$ cat config.mk
export PLATFORM = sky130hd
export DESIGN_NAME = rgb_fade_sequencer
export DESIGN_NICKNAME = d
export VERILOG_FILES = /design/src/rtl/rgb_mixer_pkg.sv /design/src/rtl/rgb_tick_gen.sv /design/src/rtl/rgb_fade_sequencer.sv
export SDC_FILE = /design/constraint.sdc
export NUM_CORES = 1
export LEC_CHECK = 0
export CAP_MARGIN = 20
export CORE_MARGIN = 2
export CORE_UTILIZATION = 40
export CTS_CLUSTER_SIZE = 14
export DETAILED_ROUTE_END_ITERATION = 7
export GPL_TIMING_DRIVEN = 0
export SLEW_MARGIN = 20
export SYNTH_ARGS = -nofsm -noshare
export SYNTH_HDL_FRONTEND = slang
export SYNTH_SLANG_ARGS = --single-unit
$ cat constraint.sdc
create_clock -name clk -period 11.9 [get_ports clk]
set_input_delay 1.19 -clock clk [delete_from_list [all_inputs] [get_ports clk]]
set_output_delay 1.19 -clock clk [all_outputs]
set_load 0.02 [all_outputs]
$ cat src/rtl/rgb_mixer_pkg.sv
// rgb_mixer_pkg: shared state encoding, default sizes and the per-channel step direction.
package rgb_mixer_pkg;

    typedef enum logic [1:0] {IDLE = 2'd0, FADE = 2'd1, HOLD = 2'd2} state_t;

    localparam int DEF_WIDTH   = 8;
    localparam int DEF_ENTRIES = 4;

    function automatic logic signed [1:0] step_dir(input logic [31:0] cur, input logic [31:0] tgt);
        return (cur < tgt) ? 2'sd1 : (cur > tgt) ? -2'sd1 : 2'sd0;
    endfunction

endpackage

$ cat src/rtl/rgb_tick_gen.sv
// rgb_tick_gen: prescaler producing a one-cycle tick every TICK_DIV enabled cycles.
module rgb_tick_gen #(
    parameter int TICK_DIV = 256
) (
    input  logic clk,
    input  logic reset,
    input  logic enable,
    input  logic clear,
    output logic tick
);

    localparam int CW = $clog2(TICK_DIV);

    logic [CW-1:0] cnt_q, cnt_d;
    logic          wrap;

    always_comb begin
        wrap  = cnt_q == CW'(TICK_DIV - 1);
        tick  = enable && !clear && wrap;
        cnt_d = (clear || (enable && wrap)) ? '0 : enable ? cnt_q + 1'b1 : cnt_q;
    end

    always_ff @(posedge clk) begin
        if (reset) cnt_q <= '0;
        else       cnt_q <= cnt_d;
    end

endmodule

$ cat src/rtl/rgb_fade_sequencer.sv
// rgb_fade_sequencer: steps through a programmable RGB table, ramping each channel
// one count per tick toward the current entry and then holding it.
module rgb_fade_sequencer
    import rgb_mixer_pkg::*;
#(
    parameter int WIDTH    = DEF_WIDTH,
    parameter int ENTRIES  = DEF_ENTRIES,
    parameter int TICK_DIV = 256
) (
    input  logic                       clk,
    input  logic                       reset,
    input  logic                       run,
    input  logic                       cfg_we,
    input  logic [$clog2(ENTRIES)-1:0] cfg_addr,
    input  logic [3*WIDTH-1:0]         cfg_rgb,
    input  logic [7:0]                 hold_steps,
    output logic [WIDTH-1:0]           level0,
    output logic [WIDTH-1:0]           level1,
    output logic [WIDTH-1:0]           level2,
    output logic                       level_valid,
    output logic [$clog2(ENTRIES)-1:0] index,
    output logic                       busy
);

    localparam int AW = $clog2(ENTRIES);

    state_t             state_q, state_d;
    logic [WIDTH-1:0]   lvl_q [3], lvl_d [3], tgt [3];
    logic [3*WIDTH-1:0] tbl_q [ENTRIES], tbl_d [ENTRIES];
    logic [AW-1:0]      index_q, index_d;
    logic [7:0]         hold_q, hold_d;
    logic               valid_q, valid_d;
    logic               tick, at_tgt, fade_tick, hold_tick;

    rgb_tick_gen #(.TICK_DIV(TICK_DIV)) u_tick (
        .clk    (clk),
        .reset  (reset),
        .enable (state_q != IDLE),
        .clear  (state_q == IDLE && run),
        .tick   (tick)
    );

    always_ff @(posedge clk) begin
        if (reset) state_q <= IDLE;
        else       state_q <= state_d;
    end

    always_comb begin
        state_d = (state_q == IDLE)            ? (run ? FADE : IDLE) :
                  !run                         ? IDLE :
                  (fade_tick && at_tgt)        ? HOLD :
                  (hold_tick && hold_q == 8'd0) ? FADE : state_q;
    end

    always_comb begin
        fade_tick = run && tick && state_q == FADE;
        hold_tick = run && tick && state_q == HOLD;
        at_tgt    = 1'b1;
        for (int c = 0; c < 3; c++) begin
            tgt[c] = tbl_q[index_q][(2-c)*WIDTH +: WIDTH];
            at_tgt = at_tgt && lvl_q[c] == tgt[c];
        end
        // the tick that finds all channels on target only moves to HOLD
        for (int c = 0; c < 3; c++)
            lvl_d[c] = (fade_tick && !at_tgt) ? lvl_q[c] + WIDTH'(step_dir(32'(lvl_q[c]), 32'(tgt[c]))) : lvl_q[c];
        valid_d = fade_tick && !at_tgt;
        index_d = (hold_tick && hold_q == 8'd0) ? index_q + 1'b1 : index_q;
        hold_d  = !run                          ? 8'd0 :
                  (fade_tick && at_tgt)         ? hold_steps :
                  (hold_tick && hold_q != 8'd0) ? hold_q - 8'd1 : hold_q;
        tbl_d = tbl_q;
        if (cfg_we) tbl_d[cfg_addr] = cfg_rgb;
    end

    always_ff @(posedge clk) begin
        if (reset) begin
            lvl_q   <= '{default: '0};
            tbl_q   <= '{default: '0};
            index_q <= '0;
            hold_q  <= '0;
            valid_q <= 1'b0;
        end else begin
            lvl_q   <= lvl_d;
            tbl_q   <= tbl_d;
            index_q <= index_d;
            hold_q  <= hold_d;
            valid_q <= valid_d;
        end
    end

    assign level0      = lvl_q[0];
    assign level1      = lvl_q[1];
    assign level2      = lvl_q[2];
    assign level_valid = valid_q;
    assign index       = index_q;
    assign busy        = state_q != IDLE;

endmodule

# --- Word level (Yosys, flattened, before mapping) ---
# Index checks and enable logic that the tools add are counted.
word_totals:
  in_bits: 38
  word_cells: 80
  register_bits: 141
  mem_bits_rw: 0
  latch_bits: 0
  mem_bits_ro: 0
  mem_count: 0
  output_inout_bits: 28
op_classes:
  mux: 19
  addsub: 6
  mul: 0
  magnitude_cmp: 9
  div: 0
  bitwise_logic: 3
  shifts: 0
  eq_ne: 7
  reduce_logical: 24
ops:
  columns: ["cell", "count"]
  rows:
  - ["bitwise mux 96 bit", 1]
  - ["2-to-1 mux 24 bit", 3]
  - ["binary-select mux 24 bit (select 2 bit)", 1]
  - ["demux 24 bit (select 2 bit)", 1]
  - ["adder 8 bit", 3]
  - ["== test 8 bit", 3]
  - ["greater-than comparator 8 bit", 3]
  - ["< comparator 8 bit", 3]
  - ["2-to-1 mux 2 bit", 10]
  - ["2-to-1 mux 8 bit", 2]
  - ["logical AND 1 bit", 14]
  - ["adder 8 x 1 -> 8 bit (second input constant)", 1]
  - ["== test 8 bit (second input constant)", 1]
  - ["zero test 8 bit", 1]
  - ["nonzero test 8 bit", 1]
  - ["subtractor 8 x 1 -> 8 bit (second input constant)", 1]
  - [">= comparator 3 bit (second input constant)", 2]
  - ["inverter 2 -> 3 bit", 2]
  - ["inequality test 4 x 1 -> 1 bit (second input constant)", 1]
  - ["nonzero test 2 bit", 2]
  - ["OR reduction 2 bit", 2]
  - ["< comparator 3 x 1 -> 1 bit (second input constant)", 1]
  - ["adder 2 x 1 -> 2 bit (second input constant)", 1]
  - ["== test 2 x 1 -> 1 bit (second input constant)", 1]
  - ["6 further kinds", 7]

# --- Depth between registers and ports, before layout ---
# Gate-level depths: netlist of run 1.
depth:
  depth_word: 12
  mapped_depth: 18
  mapped_depth_nobuf: 16

# --- By module ---
# From an unflattened synthesis of run 1, not the netlist that was laid out.
hier_totals:
  cells_unflattened: 888
  hier_area_um2: 7337.0
modules_own_cells:
  columns: ["mod", "n_inst", "area_per_inst_um2", "seq_area_each_um2", "cells_per_inst"]
  rows:
  - ["rgb_fade_sequencer", 1, 6971.7, 2662.6, 846]
  - ["rgb_tick_gen", 1, 365.4, 160.2, 42]

# --- Worst setup path before layout of run 1 ---
# No wires, ideal clock.
synth_path:
  kind: "reg2reg"
  startpoint: "reg index_q[1] (netlist: index[1])"
  endpoint: "reg lvl_q (netlist bit level0[7])"
  path_buffers: 2
  path_stages_with_launch: 16
  setup_slack_ns: 7.455
  period_less_slack_ns: 4.445
  required_ns: 11.779
  setup_time_ns: 0.121
  arrival_time_ns: 4.324
  path_cell_list: "dfxtp_1 clkbuf_1 buf_2 mux4_2 inv_1 ha_1 and4_1 and3_1 o22ai_1 ha_1 a21oi_1 o211ai_1 o41a_1 xnor2_1 nor2_1 mux2_2"
synth_via:
  elab_chain_len: 9
  word_cells_on_any_way: 16
  classes_between: "add/sub (1); order compare (2); eq/ne (3); mux (5); bitwise (1); reduce/logical (4)"
synth_lines:
  columns: ["item", "line", "source"]
  rows:
  - ["start: declaration", "rgb_fade_sequencer.sv:30", "logic [AW-1:0] index_q, index_d;"]
  - ["start signal: assignment", "rgb_fade_sequencer.sv:85", "index_q <= index_d;"]
  - ["inverter 2 -> 3 bit (not written as such) (*)", "rgb_fade_sequencer.sv:60", "tgt[c] = tbl_q[index_q][(2-c)*WIDTH +: WIDTH];"]
  - ["binary-select mux 24 bit (select 2 bit) (*)", "rgb_fade_sequencer.sv:60", null]
  - ["2-to-1 mux 24 bit (not written as such) (*) (2 in a row)", "rgb_fade_sequencer.sv:60", null]
  - ["parallel branches: the longest is 5 deep, another holds greater-than comparator 8 bit", null, null]
  - ["end signal: assignment", "rgb_fade_sequencer.sv:83", "lvl_q <= lvl_d;"]
  - ["end: declaration", "rgb_fade_sequencer.sv:28", "logic [WIDTH-1:0] lvl_q [3], lvl_d [3], tgt [3];"]
# Every way passes the cells marked *. The select of a mux whose other input is x is not followed.
# A chain may end at the register's enable or synchronous reset.

# --- Final worst setup path of run 1 ---
layout_path:
  startpoint: "reg index_q[1] (netlist: index[1])"
  endpoint: "reg lvl_q (netlist bit level2[7])"
# Same word-level chain as after synthesis.

==> flow_summary.json, run 1 <==
{
  "nets": 1062,
  "holdCritPathClass": "flip-flop to flip-flop",
  "finalClockSkew_ns": 0.0128,
  "synth_flop_cell": "dfxtp_1",
  "cts.repair_timing.setup_buffer_count": 0,
  "area_growth_pct": 20.9,
  "synthTopCellsByArea": "dfxtp_1 39%, nand2_1 12%, a21oi_1 9.5%, ha_1 8.2%, mux4_2 7.4%",
  "die_height_um": 139,
  "place_hpwl_um": 14100,
  "overflow": 0,
  "power_density_nw_per_um2": 131,
  "die_area_um2": 19400,
  "yosys.area.top_type_share": 0.386,
  "yosysTopAreaCell": "dfxtp_1",
  "avgViaCountPerCell": 5.23,
  "p_leak_nw": 3.11,
  "initial_utilization": 0.407,
  "critPathCaptureType": "flip-flop",
  "cp_max_fo": 10,
  "yosysWarnings": 0,
  "async_reset_ff_frac": 0,
  "synth.avg_cell_area_um2": 8.20,
  "crit_chain": "clkbuf_1, buf_2, mux4_2, inv_1, ha_1, nor2b_1, o211ai_1, a21oi_1, o21ai_0, inv_1, ha_1, a21oi_1, o211ai_1, o41ai_1, a21oi_1, nor3b_1, mux2_2",
  "seq_area_frac_synth": 0.386,
  "core_um2": 18000,
  "ctsRootBufferMaster": "clkbuf_16",
  "firstDrtPassIters": 6,
  "rows": 49,
  "detail_route.wl_per_cell_um": 16.2,
  "grt_pass1_vias": 6159,
  "drt_iter0_markers": 335,
  "numPortBuffers": 63,
  "clk_latency_ns": 0.43,
  "start_kind": "flip-flop",
  "cp_num_buf_inv": 4,
  "grt_max_degree": 17,
  "wirelength_um": 19700,
  "fin_setup_tns_ns": 0,
  "cp.required_ns": 12.21,
  "synth_edf_count": 0,
  "cts_buffers": 17,
  "worstSetupPathType": "flip-flop to flip-flop",
  "synth.most_common_cell": "nand2_1",
  "tightest_slew_ns": 0.779,
  "vias": 6354,
  "drc": 0,
  "final_max_slew_viol_count": 0,
  "diodes": 0,
  "ant_nets": 0,
  "clk_pin_slew_worst_paths_ns": 0.06,
  "cts_sinks": 141,
  "setup_viol": 0,
  "maxCapViolations": 0,
  "syn_area_um2": 7310,
  "synthTopCellsByCount": "241 x nand2_1, 141 x dfxtp_1, 139 x a21oi_1, 48 x ha_1, 44 x inv_1",
  "cts_hold_buf": 0,
  "timing.final.crit_period_ns": 5.06,
  "ioPinCount": 66,
  "hold_viol": 0,
  "max_stage_delay_ns": 0.56,
  "rsz0062_at_grt": "no",
  "worstPathArrival_ns": 5.36,
  "max_freq_mhz": 198,
  "grtUsageTotal": 0.210,
  "crit_path_top_delay_cell": "mux4_2",
  "cts_tree": "built",
  "cts_htree_levels": 4,
  "die_w_um": 139,
  "antenna_found_initial": 0,
  "layout-drive-gt1-share": 0.0701,
  "max-clock-path-buffers": 2,
  "cts_resized": 0,
  "synth_cell_type_count": 51,
  "cp_top_family": "compound AO/OA/AOI/OAI gates",
  "synthCells": 891,
  "fillCellCount": 1782,
  "vdd_drop_max_mv": 0.104,
  "status": "completed",
  "period_share": 0.425,
  "slew_headroom": 0.480,
  "cp_common_cell": "a21oi_1",
  "grt_pass1_wl_um": 32300,
  "synthesis.nets": 980,
  "post-route-util": 0.492,
  "synth_seq_cells": 141,
  "gp_congestion": 0.825
}
==> metal layers <==
metal  track usage  part of all wire  vias up
met3        0.0428             0.044       19
met2         0.350              0.48      125
met4        0.0553             0.013        0
li1              -                 -     3221
met5             0                 0        -
met1         0.277              0.47     2989
==> worst register-to-register path, cell delays in order (launching register included) <==
cell	delay, ns
dfxtp_1	0.33
clkbuf_1	0.40
buf_2	0.46
mux4_2	0.57
inv_1	0.08
ha_1	0.23
nor2b_1	0.13
o211ai_1	0.21
a21oi_1	0.11
o21ai_0	0.36
inv_1	0.25
ha_1	0.32
a21oi_1	0.19
o211ai_1	0.17
o41ai_1	0.41
a21oi_1	0.08
nor3b_1	0.27
mux2_2	0.37
==> placed cells by master (no fill, tap or decap), types with 5 or more instances in the layout <==
master,count
xor2_1,5
and3_1,7
nand2_1,241
inv_1,44
nor2b_1,12
clkdlybuf4s50_1,63
nand3b_1,9
xnor2_1,13
mux4_2,24
inv_6,5
nor3_1,12
nor2_1,40
or3_1,6
ha_1,48
clkbuf_1,43
clkbuf_16,17
nand3_1,18
a21oi_1,139
dfxtp_1,141
o21ai_0,16
nand4_1,9
==> final timing paths <==
check | startpoint | to | slack (ns) | depth (start not counted)
worst max-delay path | index[1]$_SDFFE_PP0P_ | level2[7]$_SDFFE_PP0P_ | 6.84 | 17
worst min-delay path | tbl_q[61]$_SDFFE_PP0P_ | tbl_q[61]$_SDFFE_PP0P_ | 0.45 | 2
worst max register to register | index[1]$_SDFFE_PP0P_ | level2[7]$_SDFFE_PP0P_ | 6.84 | 17
worst min register to register | tbl_q[61]$_SDFFE_PP0P_ | tbl_q[61]$_SDFFE_PP0P_ | 0.45 | 2
==> flip-flops by register name, indices dropped and copies added, names as in the netlist <==
register and cells:
tbl_q 96, hold_q 8, level0 8, level1 8, level2 8, u_tick.cnt_q 8
index 2, state_q 2, level_valid 1
==> cell families (layout without fill, tap and decap cells) <==
family | count (synthesis) | in the layout | synth area share
flops | 141 | 141 | 0.386
simple gates | 376 | 376 | 0.230
compound gates | 188 | 188 | 0.146
xor+xnor | 18 | 18 | 0.0216
mux | 27 | 27 | 0.0786
fa+ha+maj | 51 | 51 | 0.0904
buf+inv | 90 | 184 | 0.0473
==> area by class of cell <==
type | count | area (um2) | area share
clock inverters | 13 | 178 | 0.0201
inverters | 44 | 165 | 0.0187
flip-flops and latches | 141 | 2820 | 0.320
repair buffers | 63 | 631 | 0.0714
well taps | 229 | 287 | 0.0324
clock buffers | 18 | 429 | 0.0486
plain buffers | 46 | 180 | 0.0204
multi-input cells | 660 | 4140 | 0.469
==> through the flow <==
step                      setup slack [ns]  total power, mW  hold WS (ns)  cell area [um2]  std cells
after floorplan                       7.46            0.567         0.433             7310        891
after global placement                6.87            0.608         0.442             8230       1183
after detailed placement              6.81            0.609         0.445             8230       1183
after CTS                             6.80             1.16         0.454             8830       1214
after global routing                  6.51             1.20         0.468             8830       1214
final                                 6.84             1.16         0.452             8830       1214
==> where the power goes <==
group          total, mW  internal (mW)  switching (mW)
combinational      0.110         0.0443          0.0661
clock              0.559          0.334           0.225
sequential         0.489          0.483         0.00582
(Power assumes the default switching activity.)
==> run 2: changes to the inputs <==
clock period = 5.09 ns   (was 11.9 ns; I/O delays follow)
==> run 2 against run 1 <==
  * Clock skew about the same
  * Clock power increased by 130%
  * Total power rose by 130%
  * Sequential power grew 130%
  * Critical path depth fell by 1
  * Combinational power up 130%
  * Largest cell class unchanged
  * Largest power group unchanged
  * Highest routed layer unchanged
==> flow_summary.json, run 2 (synthesis gave the netlist of run 1 again) <==
{
  "status": "completed",
  "clkPwrFrac": 0.482,
  "start_kind": "flip-flop",
  "hold_viol": 0,
  "slew_headroom": 0.512,
  "critPathCaptureType": "flip-flop",
  "crit_path_top_delay_cell": "dfxtp_1",
  "holdCritPathClass": "flip-flop to flip-flop",
  "cts_tree": "built",
  "holdPathEnd": "tbl_q[61]$_SDFFE_PP0P_",
  "cts_buffers": 17,
  "grt_pass1_vias": 6147,
  "largest_register": "tbl_q",
  "reg2reg_to": "level2[7]$_SDFFE_PP0P_",
  "multiInputGateArea_um2": 4150,
  "overflow": 0,
  "maxCapViolations": 0,
  "cts_resized": 1,
  "r2r_slack_ns": 0.32,
  "switching_power_mw": 0.692,
  "cts_hold_buf": 0,
  "cp_max_fo": 10,
  "power_frac_comb": 0.095,
  "numPortBuffers": 63,
  "drt_iter0_markers": 339,
  "firstDrtPassIters": 7,
  "dpl_cell_area_um2": 8230,
  "ant_nets": 0,
  "p_leak_nw": 3.12,
  "antenna_found_initial": 0,
  "grt_pass1_wl_um": 32300,
  "layout.cells.non_filler": 1213,
  "post-route-util": 0.492,
  "clk_latency_ns": 0.43,
  "diodes": 0,
  "die_w_um": 139,
  "rsz0062_at_grt": "no",
  "internal_power_mw": 2.01,
  "cts_htree_levels": 4,
  "ctsRootBufferMaster": "clkbuf_16",
  "ff2ff_path_depth": 16,
  "max_freq_mhz": 210,
  "crit_chain": "buf_4, mux4_2, inv_1, ha_1, nor2b_1, o211ai_1, a21oi_1, o21ai_0, inv_1, ha_1, a21oi_1, o211ai_1, o41ai_1, a21oi_1, nor3b_1, mux2_2",
  "final_max_slew_viol_count": 0,
  "wirelength_um": 19700,
  "fin_area_um2": 8840,
  "reg2reg_from": "index[1]$_SDFFE_PP0P_",
  "clk_pin_slew_worst_paths_ns": 0.06,
  "power_density_nw_per_um2": 306,
  "avgViaCountPerCell": 5.24,
  "gp_congestion": 0.825,
  "drc": 0,
  "largest_register_ffs": 96,
  "regArea_um2": 2820,
  "cp.required_ns": 5.40,
  "hold_depth": 2,
  "final_common_cell": "nand2_1",
  "area_growth_pct": 20.9,
  "ioPinCount": 66,
  "worstPathArrival_ns": 5.08,
  "hp-start": "tbl_q[61]$_SDFFE_PP0P_",
  "holdWs_ns": 0.451,
  "tightest_slew_ns": 0.733,
  "grt_max_degree": 17,
  "die_area_um2": 19400,
  "vias": 6358,
  "max-clock-path-buffers": 2,
  "finalClockSkew_ns": 0.0131,
  "cp_common_cell": "a21oi_1",
  "cts_sinks": 141,
  "fillCellCount": 1780,
  "rows": 49,
  "initial_utilization": 0.407,
  "core_um2": 18000,
  "p_total_mw": 2.71,
  "worstSetupPathType": "flip-flop to flip-flop",
  "p_seq_frac": 0.422,
  "max_stage_delay_ns": 0.59,
  "period_share": 0.938,
  "die_height_um": 139,
  "nets": 1061,
  "dpl.cell_count": 1183,
  "cts.repair_timing.setup_buffer_count": 0,
  "place_hpwl_um": 14100,
  "layout-drive-gt1-share": 0.0722,
  "final_cell_mix": "241 x nand2_1, 141 x dfxtp_1, 139 x a21oi_1",
  "detail_route.wl_per_cell_um": 16.2,
  "timing.final.crit_period_ns": 4.77,
  "vdd_drop_max_mv": 0.243,
  "swShare": 0.256,
  "setup_viol": 0,
  "grtUsageTotal": 0.209
}
run 2: stage by stage:
step	setup WS [ns]	TNS, ns
final	0.317	0
after global routing	0.0331	0
after CTS	0.0945	0
after detailed placement	-0.00205	-0.00205
after global placement	0.0555	0
after floorplan	0.645	0
run 2: area by class of cell:
cell class / instances / share of cell area
buffer: 45 / 0.0204
tap: 229 / 0.0324
sequential: 141 / 0.319
clock inverter: 13 / 0.0201
timing repair buffer: 63 / 0.0713
clock buffer: 18 / 0.0486
inverter: 44 / 0.0187
multi-input combinational: 660 / 0.469
run 2: how the worst max path moves through the flow:
stage	from	cells after the start	endpoint
detailed placement	index[1]$_SDFFE_PP0P_	17	level2[7]$_SDFFE_PP0P_
global route	index[1]$_SDFFE_PP0P_	16	level2[7]$_SDFFE_PP0P_
global placement	index[1]$_SDFFE_PP0P_	17	level2[7]$_SDFFE_PP0P_
finish	index[1]$_SDFFE_PP0P_	16	level2[7]$_SDFFE_PP0P_
CTS	index[0]$_SDFFE_PP0P_	17	level2[7]$_SDFFE_PP0P_
floorplan	index[1]$_SDFFE_PP0P_	15	level0[7]$_SDFFE_PP0P_
run 2: critical path, delay by kind of cell (launching register included):
kind,cells,cell delay (ns)
buffers and inverters,3,0.67
AND/OR/NAND/NOR,2,0.40
flip-flops,1,0.59
multiplexers,2,0.91
adder cells (fa/ha/maj),2,0.55
AO/OA/AOI/OAI,7,1.53
run 2: layer usage:
metal  vias to the layer above  global-route usage  routed length [um]
met4                         0              0.0553                 245
met3                        19              0.0428                 894
met1                      2994               0.277                9090
li1                       3220                   -                   -
met2                       125               0.350                9450
met5                         -                   0                   0
run 2: power groups by stage:
stage          registers, mW  logic [mW]  clock network [mW]
6_report                1.14       0.258                1.31
5_1_grt                 1.15       0.289                1.37
4_1_cts                 1.14       0.258                1.32
3_5_place_dp            1.17       0.257                   0
3_3_place_gp            1.17       0.255                   0
2_1_floorplan           1.16       0.163                   0
